## src/rtl/access_sequencer.sv

```systemverilog
// Keypad lock sequencer: strobes raw keys, captures one digit per slot, compares the
// full code only once all four are in, counts failures and times OPEN/LOCK windows.
module access_sequencer #(
  parameter logic [15:0] PWD        = 16'h1234,
  parameter int unsigned MAX_FAIL   = 3,
  parameter int unsigned OPEN_TICKS = 12,
  parameter int unsigned LOCK_TICKS = 30
) (
  input  logic        clk,
  input  logic        rst,
  input  logic        tick,
  input  logic [3:0]  key,
  input  logic [3:0]  digit,
  output logic        admitted,
  output logic        locked,
  output logic [4:0]  stage,
  output logic [15:0] entered,
  output logic [2:0]  fail_cnt,
  output logic [7:0]  remaining
);

  typedef enum logic [1:0] {ENTRY, CHECK, OPEN, LOCK} state_t;

  localparam logic [7:0] OPEN_LOAD = 8'(OPEN_TICKS);
  localparam logic [7:0] LOCK_LOAD = 8'(LOCK_TICKS);
  localparam logic [2:0] FAIL_MAX  = 3'(MAX_FAIL);

  state_t     state;
  logic [1:0] slot;
  logic [3:0] key_q;
  logic [3:0] strobe;

  always_comb begin
    strobe = key & ~key_q;
  end

  always_ff @(posedge clk or posedge rst) begin
    if (rst) begin
      state     <= ENTRY;
      slot      <= '0;
      entered   <= '0;
      fail_cnt  <= '0;
      remaining <= '0;
      admitted  <= 1'b0;
      locked    <= 1'b0;
      stage     <= 5'b00001;
      key_q     <= '1;
    end else begin
      key_q <= key;

      // Status flags are decoded from the state register, so they trail it by one edge.
      admitted <= (state == OPEN);
      locked   <= (state == LOCK);
      stage    <= (state == ENTRY) ? {1'b0, 4'b0001 << slot} :
                  (state == OPEN)  ? 5'b10000 : 5'b00000;

      case (state)
        ENTRY: begin
          if (strobe[slot]) begin
            case (slot)
              2'd0:    entered[15:12] <= digit;
              2'd1:    entered[11:8]  <= digit;
              2'd2:    entered[7:4]   <= digit;
              default: entered[3:0]   <= digit;
            endcase
            if (slot == 2'd3) state <= CHECK;
            else              slot  <= slot + 2'd1;
          end
        end

        CHECK: begin
          slot <= '0;
          if (entered == PWD) begin
            state     <= OPEN;
            remaining <= OPEN_LOAD;
            fail_cnt  <= '0;
          end else if ({29'd0, fail_cnt} + 32'd1 < MAX_FAIL) begin
            fail_cnt <= fail_cnt + 3'd1;
            state    <= ENTRY;
            entered  <= '0;
          end else begin
            fail_cnt  <= FAIL_MAX;
            state     <= LOCK;
            remaining <= LOCK_LOAD;
          end
        end

        OPEN, LOCK: begin
          if (tick) begin
            if (remaining == 8'd1) begin
              remaining <= '0;
              state     <= ENTRY;
              slot      <= '0;
              entered   <= '0;
              if (state == LOCK) fail_cnt <= '0;
            end else begin
              remaining <= remaining - 8'd1;
            end
          end
        end

        default: state <= ENTRY;
      endcase
    end
  end

endmodule

```

## config.mk

```make
export PLATFORM = sky130hd
export DESIGN_NAME = access_sequencer
export DESIGN_NICKNAME = d
export VERILOG_FILES = /design/src/rtl/access_sequencer.sv
export SDC_FILE = /design/constraint.sdc
export NUM_CORES = 1
export LEC_CHECK = 0
export CAP_MARGIN = 5
export CORE_ASPECT_RATIO = 0.75
export CORE_MARGIN = 2
export CORE_UTILIZATION = 35
export CTS_BUF_LIST = sky130_fd_sc_hd__clkbuf_8
export DETAILED_ROUTE_END_ITERATION = 16
export PLACE_DENSITY = 0.64
export SLEW_MARGIN = 10
export SYNTH_ARGS = -nofsm -noshare
export SYNTH_HDL_FRONTEND = slang
export SYNTH_SLANG_ARGS = --single-unit
```

## constraint.sdc

```tcl
create_clock -name clk -period 6.55 [get_ports clk]
set_clock_uncertainty 0.05 [all_clocks]
set_input_delay 1.31 -clock clk [delete_from_list [all_inputs] [get_ports clk]]
set_output_delay 1.31 -clock clk [all_outputs]
set_load 0.01 [all_outputs]
```

---- After elaboration in Yosys (flattened, before gate mapping) ----
Cells that the tools add are included.
storage, ports and cells
  output and inout port bits .............. 34
  flip-flop bits (word level) ............. 42
  bits of input ports ..................... 11
operators by class
  equal/unequal tests ..................... 21
  shift-type cells ........................ 1
  $lt $le $gt $ge ......................... 2
  $add $sub $neg .......................... 4
  multiplexer cells ....................... 35
  bitwise gates (word level) .............. 2
  reductions and logical operators ........ 13
operators by type and width
  cell                    count
  $mux W16                5
  $pmux W16 S3            1
  $mux W8                 4
  $reduce_and A6 Y1       4
  $eq A16 B13 Y1 const B  1
  $mux W2                 8
  $mux W4                 4
  $pmux W8 S2             1
  $mux W3                 5
  $ne A2 B2 Y1 const B    7
  $pmux W2 S3             2
  $reduce_and A4 Y1       3
  $mux W5                 2
  $ne A2 B1 Y1 const B    5
  $eq A2 B2 Y1 const B    4
  $eq A8 B1 Y1 const B    1
  $sub A8 B1 Y8 const B   1
  $pmux W3 S2             1
  $add A3 B1 Y4 const B   1
  $and A4 B4 Y4           1
  $eq A2 B1 Y1 const B    2
  $logic_not A2 Y1        2
  $lt A4 B2 Y1 const B    1
  $not A4 Y4              1
  other kinds (11)        11

---- Depth between registers and ports, before layout ----
  depth after elaboration ................. 6
  gate-level depth with buffers ........... 9

---- Least setup slack after synthesis ----
OpenSTA, ideal clock, no wires.
  kind .................................... input -> register
  start point ............................. input port key[0]
  end point ............................... register entered[10]
  arrival time ............................ 2.508 ns
  setup slack ............................. 3.862 ns
  stages .................................. 7
  required time ........................... 6.370 ns
  cell sequence ........................... or3b_2 -> a21oi_1 -> o41a_2 -> buf_6 -> buf_6 -> a31oi_1 -> o2bb2ai_1
between the ends
  longest elaborated chain between the ends .. 5
ends and longest elaborated chain
  what                                line  source
  from (decl)                         12    input logic [3:0] key,
  $and A4 B4 Y4                       34    strobe = key & ~key_q;
  $bmux W1 S2                         59    if (strobe[slot]) begin
  $mux W1 (implied by the code)       59
  $ne A2 B1 Y1 (no source line)       --
  $reduce_and A6 Y1 (no source line)  --
  to (signal assigned)                62    2'd1: entered[11:8] <= digit;
  to (decl)                           17    output logic [15:0] entered,
Every way passes these cells. The select of a mux whose other input is x is not followed.
A chain may end at the register's enable or synchronous reset.

---- Worst setup path after layout ----
  start point ............................. input port key[0]
  end point ............................... register entered[7]
The elaborated chain is that of the path after synthesis.

==> impl_metrics.env <==
export IMPL_slowest_delay_ns=0.48
export IMPL_final_cell_mix="clkdlybuf4s50_1 (44), dfrtp_1 (36), o2bb2ai_1 (19)"
export IMPL_arrival_ns=3.56
export IMPL_timing_critical_path_buf_inv=1
export IMPL_yosysTopAreaCell="dfrtp_1"
export IMPL_p_total_mw=0.8683
export IMPL_antenna_found_initial=0
export IMPL_ys_types=43
export IMPL_rsz0062_at_grt="false"
export IMPL_setup_tns_ns=0
export IMPL_tightest_slew_ns=0.7632
export IMPL_clk_latency_ns=0.29
export IMPL_stdcell_count=316
export IMPL_cp_start_kind="input pin"
export IMPL_cts_sinks=41
export IMPL_cap_violations=0
export IMPL_die_area_um2=6708
export IMPL_pin_count=45
export IMPL_endpoint_kind="register"
export IMPL_drive_gt1_frac=0.08403
export IMPL_cts_max_level=2
export IMPL_grt_overflow=0
export IMPL_syn_area_per_cell_um2=10.88
export IMPL_gp_congestion=0.7994
export IMPL_place_port_buffers=44
export IMPL_relSlewSlack=0.4832
export IMPL_grt_pass1_vias=1600
export IMPL_required_ns=6.65
export IMPL_synth_cell_area_um2=2122
export IMPL_cts_buffer_depth=2
export IMPL_numCtsBuffers=5
export IMPL_grt_use_total=0.1589
export IMPL_grt_max_degree=42
export IMPL_cts_tree="built"
export IMPL_yosysWarnings=0
export IMPL_fin_nets=256
export IMPL_synth_seq_cells=41
export IMPL_dp_hpwl_um=3407
export IMPL_ir_worst_vdd_uv=107.5
export IMPL_synth_flop_cell="dfrtp_1"
export IMPL_yosys_top_cells_area="dfrtp_1 (42%), o2bb2ai_1 (7.8%), dfstp_2 (6.2%)"
export IMPL_path_cells="clkdlybuf4s50_1 -> or3b_2 -> a21oi_1 -> o41a_2 -> nand2_1 -> o2bb2ai_1"
export IMPL_drtIter0Drc=102
export IMPL_fmax_ghz=0.2889
export IMPL_start_util=0.3643
export IMPL_hold_path_class="register to register"
export IMPL_slew_violations=0
export IMPL_path_max_fanout=21
export IMPL_path_clk_slew_ns=0.08
export IMPL_antenna_cells=0
export IMPL_powerDensity_nw_per_um2=319.9
export IMPL_layout_commonest_cell="clkdlybuf4s50_1"
export IMPL_finalHoldViolCount=0
export IMPL_cts_resized=0
export IMPL_clock_root_buffer="clkbuf_8"
export IMPL_core_um2=5826
export IMPL_drt_wl_total_um=5047
export IMPL_die_y_um=71.44
export IMPL_die_x_um=93.91
export IMPL_crit_slowest_cell="clkdlybuf4s50_1"
export IMPL_std_cell_rows=24
export IMPL_drc=0
export IMPL_setup_violations=0
export IMPL_critPathTopFamily="simple AND/OR/NAND/NOR gates"
export IMPL_synth_top_area_frac=0.4245
export IMPL_netlist_instances=195
export IMPL_synth_nets=214
export IMPL_synth_edf_count=0
export IMPL_cts_setup_buffers=0
export IMPL_async_reset_ff_frac=1.000
export IMPL_p_leak_nw=1.128
export IMPL_fin_crit_ns=3.461
export IMPL_critical_path_class="input pin to register"
export IMPL_postCtsHoldBufs=0
export IMPL_ant_nets=0
export IMPL_post_route_period_util=0.5285
export IMPL_drtPass1Iterations=4
export IMPL_wire_per_inst_um=15.97
export IMPL_grt_pass1_wl_um=8307
export IMPL_via_per_inst=5.184
export IMPL_vias=1638
export IMPL_area_growth_pct=27.89
export IMPL_synth_seq_area_share=0.4864
export IMPL_outcome="complete, no violations"
export IMPL_numPlacedInstances=308
-- report_power, final --
part           switching (mW)  total [mW]  internal, mW  leakage (nW)
registers              0.0610       0.359         0.298         0.512
clock network          0.0874       0.210         0.123        0.0626
logic                   0.155       0.299         0.144         0.553
-- metal layers --
metal,vias to the layer above,track usage,part of all wire
met5,-,0,0
met4,0,0.03865,0.010
met3,5,0.03996,0.037
li1,803,-,-
met2,29,0.2127,0.41
met1,801,0.2542,0.54
-- cell type report --
class,count,area [um^2]
timing repair buffer,45,447.9
inverter,9,33.78
clock buffer,6,82.58
fill,559,3112
sequential,41,1032
clock inverter,2,33.78
tap,78,97.59
multi-input combinational,135,985.9
-- flip-flops by register name, summed over array words and instances, names as in the netlist --
| register | flops |
|---|---|
| entered | 16 |
| remaining | 8 |
| stage | 5 |
| key_q | 4 |
| fail_cnt | 3 |
| slot | 2 |
| state | 2 |
| locked | 1 |
-- path summary, 6_finish.rpt --
check                      depth (start not counted)    startpoint          end  slack [ns]
max                                                6        key[0]   entered[7]        3.09
max reg2reg                                        5  remaining[2]   entered[7]        3.73
min in group asynchronous                          3           rst     state[1]        1.40
max in group asynchronous                          3           rst     key_q[0]        4.68
min                                                1   entered[13]  entered[13]        0.49
min reg2reg                                        1   entered[13]  entered[13]        0.49
-- worst reg2reg max path, cell delays in order, from the launching register on --
cell and delay (ns):
dfrtp_1 0.46, or4_4 0.62, o31ai_4 0.34, o41a_2 0.45, nand2_1 0.48, o2bb2ai_1 0.28
-- per-stage QoR --
stage / util / area [um^2] / hold WS [ns] / worst slack [ns]
final: 0.4659 / 2714 / 0.4914 / 3.089
after floorplan: - / 2122 / 0.4943 / 3.862
after detailed placement: 0.4459 / 2597 / 0.4694 / 2.798
after global placement: 0.4459 / 2597 / 0.4696 / 2.866
after global routing: 0.4659 / 2714 / 0.5190 / 2.932
after CTS: 0.4659 / 2714 / 0.4886 / 3.071
-- logic make-up after synthesis --
group,share of synthesized area
multiplexers,0.03066
AO/OA/AOI/OAI,0.1969
adder cells (fa/ha/maj),0.04717
buffers and inverters,0.04893
XOR/XNOR,0.004128
AND/OR/NAND/NOR,0.1857
flip-flops,0.4864
-- cell usage after synthesis, types with 2 or more instances --
master and n:
a21oi_1 4, a22o_1 3, a31oi_1 17, and2_1 7, buf_2 2, buf_4 2, buf_6 3, clkbuf_1 3
dfrtp_1 36, dfstp_2 5, ha_1 8, inv_1 9, mux2i_1 5, nand2_1 10, nand2b_1 3, nand3_1 3
nor2_1 6, nor2b_1 18, nor4b_1 2, o21ai_0 5, o2bb2ai_1 19, or3_1 2, or4_1 3
Power figures use the tool's default switching activity.
